`src/rtl/exc_ctrl.sv`:
```
// exc_ctrl: exception/interrupt entry, ELR/ESR capture, ERET return and four-phase IRQ acknowledge.
// Define EXC_IRQ_SYNC_EN to pass ext_irq through a two-flop synchronizer before use.
module exc_ctrl #(
    parameter int          N      = 64,
    parameter logic [N-1:0] VECTOR = 64'h0000_0000_0000_00D8
) (
    input  logic         clk,
    input  logic         reset,
    input  logic         ext_irq,
    output logic         ext_ack,
    output logic         irq_pending,
    input  logic [3:0]   EStatus,
    input  logic         ERet,
    input  logic [N-1:0] pc,
    output logic         exc_take,
    output logic [N-1:0] exc_vector,
    output logic [N-1:0] elr,
    output logic [3:0]   esr,
    output logic         in_handler,
    output logic         double_fault
);
    typedef enum logic {IDLE, HANDLER} state_t;
    state_t state, state_next;
    logic irq_eff;
`ifdef EXC_IRQ_SYNC_EN
    logic [1:0] irq_sync;
    always_ff @(posedge clk)
        irq_sync <= reset ? 2'b00 : {irq_sync[0], ext_irq};
    assign irq_eff = irq_sync[1];
`else
    assign irq_eff = ext_irq;
`endif
    assign exc_vector = VECTOR;
    always_comb begin
        state_next  = state;
        irq_pending = irq_eff && state == IDLE && !ext_ack;
        exc_take    = EStatus != 4'b0000 && state == IDLE;
        in_handler  = state == HANDLER;
        if (exc_take)
            state_next = HANDLER;
        else if (in_handler && ERet && EStatus != 4'b0010)
            state_next = IDLE;
    end
    // An IRQ entry returns past the interrupted instruction; a fault re-executes it.
    always_ff @(posedge clk) begin
        if (reset) begin
            state        <= IDLE;
            elr          <= '0;
            esr          <= 4'b0000;
            ext_ack      <= 1'b0;
            double_fault <= 1'b0;
        end else begin
            state <= state_next;
            if (exc_take) begin
                esr <= EStatus;
                elr <= EStatus == 4'b0001 ? pc + N'(4) : pc;
            end
            ext_ack <= (exc_take && EStatus == 4'b0001) ? 1'b1 :
                       (ext_ack && !irq_eff) ? 1'b0 : ext_ack;
            if (in_handler && EStatus == 4'b0010)
                double_fault <= 1'b1;
        end
    end
endmodule

```
`config.mk`:
```
export PLATFORM = sky130hd
export DESIGN_NAME = exc_ctrl
export DESIGN_NICKNAME = d
export VERILOG_FILES = /design/src/rtl/exc_ctrl.sv
export SDC_FILE = /design/constraint.sdc
export NUM_CORES = 1
export LEC_CHECK = 0
export CORE_ASPECT_RATIO = 2
export CORE_UTILIZATION = 42
export CTS_CLUSTER_DIAMETER = 60
export DETAILED_ROUTE_END_ITERATION = 10
export PLACE_DENSITY = 0.88
export SYNTH_ARGS = -nofsm -noshare
export SYNTH_HDL_FRONTEND = slang
export SYNTH_SLANG_ARGS = --single-unit
```
`constraint.sdc`:
```
create_clock -name clk -period 2.68 [get_ports clk]
set_clock_uncertainty 0.2 [all_clocks]
set_input_delay 0.536 -clock clk [delete_from_list [all_inputs] [get_ports clk]]
set_output_delay 0.536 -clock clk [all_outputs]
set_load 0.01 [all_outputs]
```
==> results of run 1 <==
-- flip-flops by register name, indices dropped and copies added, names as in the netlist --
register / cells
double_fault: 1
ext_ack: 1
elr: 64
esr: 4
in_handler: 1
-- critical path, cell delays in order --
cell and delay [ns]:
clkdlybuf4s50_1 0.53, nand4_4 0.15, nor4_4 0.41, nand4_1 0.16, buf_6 0.16, or4_1 0.51
a31oi_1 0.21
-- power groups by stage --
stage | clock, W | combinational (W) | sequential [W]
final | 0.00128 | 0.000893 | 0.00122
after global routing | 0.00134 | 0.000964 | 0.00123
after global placement | 0 | 0.000863 | 0.00124
after CTS | 0.00128 | 0.000882 | 0.00122
after detailed placement | 0 | 0.000876 | 0.00124
after floorplan | 0 | 0.000376 | 0.00128
-- path summary, 6_finish.rpt --
kind                          end                    start  cells after the start
min reg2reg   elr[0]$_SDFFE_PP0P_      elr[0]$_SDFFE_PP0P_                      2
max reg2reg   elr[6]$_SDFFE_PP0P_  in_handler$_SDFFE_PP0P_                      6
max          elr[46]$_SDFFE_PP0P_                    pc[7]                      7
min           elr[0]$_SDFFE_PP0P_      elr[0]$_SDFFE_PP0P_                      2
-- logic make-up after synthesis --
| kind of cell | count (synthesis) | share of synthesized area (%) |
|---|---|---|
| compound gates | 123 | 16.1 |
| xor+xnor | 36 | 6.90 |
| fa+ha+maj | 1 | 0.274 |
| buf+inv | 104 | 14.2 |
| flops | 71 | 31.1 |
| mux | 4 | 0.877 |
| other cells | 2 | 0.164 |
| simple gates | 245 | 30.3 |
-- synthesized netlist by cell type, types with 2 or more instances --
cell type,n
a211oi_1,16
a21o_1,3
a21oi_1,30
a311oi_1,4
a31oi_1,9
and3_1,8
and4_1,5
buf_1,4
buf_2,4
buf_4,64
buf_6,2
clkbuf_1,23
conb_1,2
dfxtp_1,71
inv_1,7
mux2i_1,4
nand2_1,49
nand3_1,25
nand4_1,28
nand4_2,2
nor2_1,45
nor3_1,28
nor3b_1,5
nor4_1,13
nor4_4,4
nor4b_1,3
o2111ai_1,3
o211ai_1,2
o21ai_0,47
o31ai_1,4
or2_2,2
or3_1,7
or4_1,8
xnor2_1,15
xor2_1,21
-- metal layers --
layer / global-route usage (%) / wire, um / vias up
met3: 4.24 / 929 / 68
met4: 19.3 / 913 / 0
met1: 28.1 / 5180 / 2468
met5: 0 / 0 / -
met2: 50.8 / 8480 / 335
li1: - / - / 2486
-- through the flow --
| step | total power, W | cell area, um2 |
|---|---|---|
| 4_1_cts | 0.00338 | 6990 |
| 2_1_floorplan | 0.00165 | 4800 |
| 5_1_grt | 0.00353 | 7050 |
| 6_report | 0.00339 | 7050 |
| 3_3_place_gp | 0.00210 | 6680 |
| 3_5_place_dp | 0.00211 | 6680 |
-- cell type report --
cell class	instances	area [um2]
clock buffers	9	225
clock inverters	7	87.6
fillers	843	3490
inverters	7	27.5
multi-input cells	473	2770
flip-flops and latches	71	1420
well taps	137	171
repair buffers	261	2350
-- timing repair --
action / in CTS / in global routing
pin swaps: 3 / 4
buffers inserted: 0 / 3
resized for setup: 7 / 7
hold endpoints to repair: 0 / 0
setup endpoints to repair: 24 / 25
cloned: 0 / 0
==> flow_summary.yaml, run 1 <==
final_layout:
  fin_util_pct: 66.9
  final_common_cell: "clkdlybuf4s50_1"
  final_nets: 896
  finalNonFillerCells: 965
  n_antenna_cell: 0
  syn_to_final_growth_pct: 54.4
  drive_gt1_share_pct: 18.6
  layout_common_cells: "clkdlybuf4s50_1 (139), buf_4 (112), dfxtp_1 (71)"
min_path:
  hold_path.class: "register to register"
run_status:
  outcome: "completed"
critical_path:
  path_max_fanout: 7
  r2r_slack_ns: 0.65
  required_ns: 2.74
  critical_path_class: "primary input to register"
  end_kind: "register"
  start_kind: "primary input"
  worstPathArrival_ns: 2.67
global_routing:
  antenna_found_initial: 0
  grt-ovfl-total: 0
  grt_start_max_net_pins: 55
  grt_pass1_vias: 5213
  grt_usage_pct: 28.2
  grt_pass1_wl_mm: 24.3
power_and_ir_drop:
  seq_power_share_pct: 36.0
  netSwitchingFraction_pct: 28.5
  peakVddDrop_mv: 0.315
  powerDensity_mw_per_mm2: 480
  pwr-share-comb_pct: 26.4
  power.net_switching_w: 0.000966
  p_clk_share_pct: 37.7
  p_leak_nw: 2.83
  internal-power_w: 0.00242
placement:
  portBuffers: 144
  pre_cts_slack_ns: -0.450
  hpwl_mm: 11.8
  gp_congestion: 0.925
  placed_cells: 947
synthesis:
  yosysWarningCount: 0
  avgSynthCellArea_um2: 7.80
  ys_async_sr_fraction_pct: 0
  synth_area_leaders: "dfxtp_1 (31%), buf_4 (11%), o21ai_0 (5.1%), nand2_1 (4.0%), xor2_1 (4.0%)"
  synthCells: 586
  synth_area_leader_cell: "dfxtp_1"
  synth.top_cell.area_share_pct: 31.1
  synth_edf_count: 0
  synth_area_mm2: 0.00457
  synth-seq-cells: 71
  ys_seq_area_share_pct: 31.1
  synthFlopType: "dfxtp_1"
  ys_types: 54
timing:
  whs_ns: 0.253
  hold_viol: 0
  final.setup.worst_slack_ns: 0.0651
  fin_crit_ns: 2.61
  finalSetupViolCount: 0
  post-route-period-util_pct: 97.6
  slew_violations: 0
  setup_tns_ns: 0
  max_freq_mhz: 382
flow_run:
  max_cap_violations: 0
clock_network:
  cts_inserted_buffers: 9
  cts-hold-fix-buffers: 0
  cts_tree: "built"
  cts-htree-levels: 3
  clock_latency_ns: 0.33
  clock-sinks: 71
  root_buffer: "clkbuf_16"
  clk_pin_slew_ns: 0.06
  ctsLongestPathBuffers: 2
route:
  drc: 0
  routedWlPerCell_um: 16.1
  wl_mm: 15.5
  drt-initial-drc-count: 391
  firstDrtPassIters: 6
  num_vias: 5357
  ant_nets: 0
  via_per_inst: 5.55
floorplanning:
  core_mm2: 0.0105
  start_util_pct: 43.3
  die_w_um: 75.7
  row_count: 53
  io_pins: 209
  fp.dieH_um: 149
  die-area_mm2: 0.0113
Note: power is estimated with default switching activity, not from simulation.
==> run 2: changes to the inputs <==
--- a/config.mk
+++ b/config.mk
@@ -6,10 +6,12 @@
 export NUM_CORES = 1
 export LEC_CHECK = 0
 export CORE_ASPECT_RATIO = 2
-export CORE_UTILIZATION = 42
+export CORE_MARGIN = 4
+export CORE_UTILIZATION = 43
+export CTS_BUF_LIST = sky130_fd_sc_hd__clkbuf_4 sky130_fd_sc_hd__clkbuf_8
 export CTS_CLUSTER_DIAMETER = 60
 export DETAILED_ROUTE_END_ITERATION = 10
-export PLACE_DENSITY = 0.88
+export PLACE_DENSITY = 0.83
 export SYNTH_ARGS = -nofsm -noshare
 export SYNTH_HDL_FRONTEND = slang
 export SYNTH_SLANG_ARGS = --single-unit
==> flow_summary.yaml, run 2 (same netlist as run 1, synthesis figures left out) <==
timing:
  setup_tns_ns: 0
  final.setup.worst_slack_ns: 0.0488
  rsz0062_at_grt: "no"
  max_freq_mhz: 380
  finalSetupViolCount: 0
  fin_crit_ns: 2.63
  slew_violations: 0
  whs_ns: 0.280
  worst_slew_pin_slew_ns: 0.501
  post-route-period-util_pct: 98.2
  slew_headroom_pct: 66.3
  hold_viol: 0
global_routing:
  antenna_found_initial: 0
  grt_pass1_wl_mm: 25.8
  grt_pass1_vias: 5401
  grt-ovfl-total: 0
  grt_usage_pct: 26.5
  grt_start_max_net_pins: 52
critical_path:
  critical_path_class: "primary input to register"
  required_ns: 2.72
  path_max_fanout: 8
  worstPathArrival_ns: 2.67
  end_kind: "register"
  start_kind: "primary input"
final_layout:
  finalNonFillerCells: 964
  final_common_cell: "clkdlybuf4s50_1"
  layout_common_cells: "clkdlybuf4s50_1 (141), buf_4 (114), dfxtp_1 (71)"
  multi_input_area_mm2: 0.00277
  nFillCells: 882
  n_antenna_cell: 0
  final_nets: 895
  largest_register: "elr"
  ff_latch_area_mm2: 0.00142
  largest_register_ffs: 64
  drive_gt1_share_pct: 18.6
  syn_to_final_growth_pct: 51.7
  reg.largest.list: "elr x64, esr x4"
route:
  routedWlPerCell_um: 17.0
  via_per_inst: 5.57
  ant_nets: 0
  drc: 0
  drt-initial-drc-count: 405
  wl_mm: 16.4
  firstDrtPassIters: 5
  num_vias: 5370
clock_network:
  clock-sinks: 71
  clk_pin_slew_ns: 0.08
  ctsLongestPathBuffers: 2
  cts_tree: "built"
  root_buffer: "clkbuf_8"
  cts_inserted_buffers: 9
  clock_latency_ns: 0.36
  cts-htree-levels: 3
run_status:
  outcome: "completed"
min_path:
  hold_path.class: "register to register"
floorplanning:
  fp.dieH_um: 154
  io_pins: 209
  row_count: 53
  core_mm2: 0.0105
  start_util_pct: 43.6
  die-area_mm2: 0.0124
  die_w_um: 80.9
placement:
  hpwl_mm: 12.9
  portBuffers: 144
  placed_cells: 948
  gp_congestion: 0.955
  pre_cts_slack_ns: -0.464
power_and_ir_drop:
  peakVddDrop_mv: 0.266
  powerDensity_mw_per_mm2: 439
  p_leak_nw: 2.77
flow_run:
  max_cap_violations: 0
## run 2: cell types whose count changed in the layout (fill, tap and decap cells not counted), moves of 2 or more
cell / delta
nor4_1: -2
clkinv_2: -2
clkbuf_16: -9
dlygate4sd2_1: -3
buf_6: -2
clkdlybuf4s50_1: +2
buf_4: +2
clkbuf_8: +11
## run 2: cell type report
| type | count | share of cell area (%) |
|---|---|---|
| well taps | 137 | 2.47 |
| flip-flops and latches | 71 | 20.5 |
| repair buffers | 260 | 33.6 |
| multi-input cells | 473 | 40.0 |
| inverters | 7 | 0.397 |
| clock buffers | 11 | 2.18 |
| clock inverters | 5 | 0.812 |
## run 2: critical path: stages
cell and delay (ns):
clkdlybuf4s50_1 0.48, or4b_4 0.57, or2_1 0.35, nor4_1 0.47, xnor2_1 0.19, a21oi_1 0.08
## run 2: final timing paths
path	depth (start not counted)	slack (ns)	endpoint	startpoint
setup / recovery	6	0.05	elr[24]$_SDFFE_PP0P_	EStatus[0]
hold / removal	2	0.28	elr[0]$_SDFFE_PP0P_	elr[0]$_SDFFE_PP0P_
hold reg to reg	2	0.28	elr[0]$_SDFFE_PP0P_	elr[0]$_SDFFE_PP0P_
setup reg to reg	6	0.63	elr[2]$_SDFFE_PP0P_	in_handler$_SDFFE_PP0P_
## run 2: what timing repair did
action                     4_1_cts  5_1_grt
resized for setup               11        4
hold buffers                     0        0
pin swaps                        2        4
setup buffers                    1        0
gates cloned                     0        0
setup endpoints to repair        8       17
## run 2: stage by stage
stage	total power (W)	utilization, %	area (um2)
after detailed placement	0.00212	63.7	6670
final	0.00304	66.1	6930
after global routing	0.00317	66.1	6930
after CTS	0.00305	66.1	6920
after global placement	0.00210	63.7	6670
after floorplan	0.00165	-	4800
## run 2: per-layer routing
layer	track usage (%)	part of all wire, %
met1	25.1	32
met2	49.2	55
met3	3.34	5.6
met4	19.4	7.3
met5	0	0
## run 2: where the power goes
group          leakage, nW  switching (W)  internal [W]
clock                0.105       0.000443      0.000479
combinational         2.08       0.000442      0.000455
sequential           0.591      0.0000626       0.00116
total                 2.77       0.000948       0.00209
==> run 3: changes to the inputs <==
--- a/config.mk
+++ b/config.mk
@@ -5,12 +5,13 @@
 export SDC_FILE = /design/constraint.sdc
 export NUM_CORES = 1
 export LEC_CHECK = 0
-export CORE_ASPECT_RATIO = 2
+export CORE_ASPECT_RATIO = 1.4
 export CORE_MARGIN = 4
 export CORE_UTILIZATION = 43
 export CTS_BUF_LIST = sky130_fd_sc_hd__clkbuf_4 sky130_fd_sc_hd__clkbuf_8
 export CTS_CLUSTER_DIAMETER = 60
 export DETAILED_ROUTE_END_ITERATION = 10
+export HOLD_SLACK_MARGIN = 0.08
 export PLACE_DENSITY = 0.83
 export SYNTH_ARGS = -nofsm -noshare
 export SYNTH_HDL_FRONTEND = slang
==> flow_summary.yaml, run 3 (same netlist as run 1, synthesis figures left out) <==
global_routing:
  use_met2_pct: 43.4
  grt-ovfl-total: 0
  grt_use_met3_pct: 4.38
  grt_pass1_vias: 5022
  grt_use_met1_pct: 26.2
  grt.busiest_layer: "met2"
  grt_pass1_wl_mm: 23.7
  antenna_found_initial: 0
  grt_usage_pct: 24.0
  grt_start_max_net_pins: 91
flow_run:
  max_cap_violations: 0
floorplanning:
  row_count: 44
  io_pins: 209
  fp.dieH_um: 130
  core_mm2: 0.0104
  start_util_pct: 43.9
  die-area_mm2: 0.0124
  die_w_um: 95.1
final_layout:
  reg.largest.list: "elr x64, esr x4"
  fin_area_mm2: 0.00692
  final_nets: 890
  syn_to_final_growth_pct: 51.5
  largest_register: "elr"
  drive_gt1_share_pct: 18.1
  fin_util_pct: 66.5
  layout_common_cells: "clkdlybuf4s50_1 (140), buf_4 (109), dfxtp_1 (71)"
  largest_register_ffs: 64
  final_common_cell: "clkdlybuf4s50_1"
route:
  num_vias: 5169
  drt-initial-drc-count: 237
  routedWlPerCell_um: 15.9
  drc: 0
  via_per_inst: 5.38
  firstDrtPassIters: 5
  wl_mm: 15.3
  ant_nets: 0
power_and_ir_drop:
  internal-power_w: 0.00216
  p_leak_nw: 2.77
  peakVddDrop_mv: 0.288
  p_clk_share_pct: 31.6
  pwr-share-comb_pct: 28.7
  seq_power_share_pct: 39.6
  netSwitchingFraction_pct: 29.6
  powerDensity_mw_per_mm2: 443
  power.net_switching_w: 0.000906
timing:
  slew_violations: 0
  rsz0062_at_grt: "no"
  whs_ns: 0.261
  post-route-period-util_pct: 98.4
  max_freq_mhz: 379
  finalSetupViolCount: 0
  setup_tns_ns: 0
  hold_viol: 0
  fin_crit_ns: 2.64
clock_network:
  ctsLongestPathBuffers: 2
  clk_pin_slew_ns: 0.08
  clock_latency_ns: 0.35
  cts-hold-fix-buffers: 0
  cts-htree-levels: 3
  root_buffer: "clkbuf_8"
  clock-sinks: 71
  cts_inserted_buffers: 9
  cts_tree: "built"
placement:
  hpwl_mm: 11.7
  gp_congestion: 0.899
  post_dp_cell_area_mm2: 0.00662
  portBuffers: 144
critical_path:
  start_kind: "primary input"
  path_max_fanout: 4
  required_ns: 1.94
  crit_buf_inv: 4
  end_kind: "output pin"
  path_delay_family: "buffers and inverters"
  crit_chain: "clkdlybuf4s50_1, buf_4, nor4_4, or2_4, clkinv_2, clkdlybuf4s15_1"
  slowest_stage: "clkdlybuf4s50_1"
  worstPathArrival_ns: 1.90
  crit_path_max_incr_delay_ns: 0.43
  critical_path_class: "primary input to output pin"
run_status:
  outcome: "completed"
min_path:
  hold_path.class: "register to register"
==> run 3: cell count changes in the layout (fill, tap and decap cells not counted), sizes merged <==
cell           before  now
buf               116  111
bufinv              1    2
clkdlybuf4s50     141  140
clkinv              4    3
clkinvlp            1    0
diode               0    1
dlygate4sd2         1    0
dlymetal6s2s        1    3
==> run 3: path summary, 6_finish.rpt <==
| check | slack [ns] | startpoint | to | cells past startpoint |
|---|---|---|---|---|
| worst min-delay path | 0.26 | elr[1]$_SDFFE_PP0P_ | elr[1]$_SDFFE_PP0P_ | 2 |
| worst max-delay path | 0.04 | EStatus[3] | exc_take | 6 |
| worst min register to register | 0.26 | elr[1]$_SDFFE_PP0P_ | elr[1]$_SDFFE_PP0P_ | 2 |
| worst max register to register | 0.66 | in_handler$_SDFFE_PP0P_ | elr[55]$_SDFFE_PP0P_ | 6 |
==> run 3: through the flow <==
stage                     worst slack (ns)  total power, W  std cells
after floorplan                      0.123         0.00165        648
after global placement              -0.396         0.00209        941
after detailed placement            -0.465         0.00210        941
after CTS                          -0.0125         0.00307        957
after global routing               0.00248         0.00320        959
final                               0.0432         0.00306        960
==> run 3: per-layer routing <==
layer	wire (um)	up-vias
li1	-	2472
met1	5520	2424
met2	8080	230
met3	1020	43
met4	686	0
met5	0	-
==> run 3: final cells by class <==
| cell class | count | area, um2 |
|---|---|---|
| multi-input cells | 473 | 2790 |
| repair buffers | 255 | 2300 |
| clock buffers | 11 | 145 |
| diodes | 1 | 2.50 |
| well taps | 138 | 173 |
| fillers | 838 | 3480 |
| flip-flops and latches | 71 | 1420 |
| inverters | 7 | 27.5 |
| clock inverters | 4 | 70.1 |
==> run 3: power groups by stage <==
stage                     combinational (W)  clock [W]  sequential [W]
after CTS                          0.000873   0.000981         0.00122
after floorplan                    0.000376          0         0.00128
after global routing               0.000956    0.00102         0.00123
final                              0.000880   0.000969         0.00122
after global placement             0.000850          0         0.00124
after detailed placement           0.000865          0         0.00124
==> run 3: worst min-delay path, stage by stage (launching register included) <==
cell and delay, ns:
dfxtp_1 0.31, nand2_1 0.05, a21oi_1 0.05
==> run 3: repair_timing <==
item	CTS	global route
buffers inserted	1	3
pin swaps	2	5
endpoints found under the setup margin	7	21
resized for setup	9	8
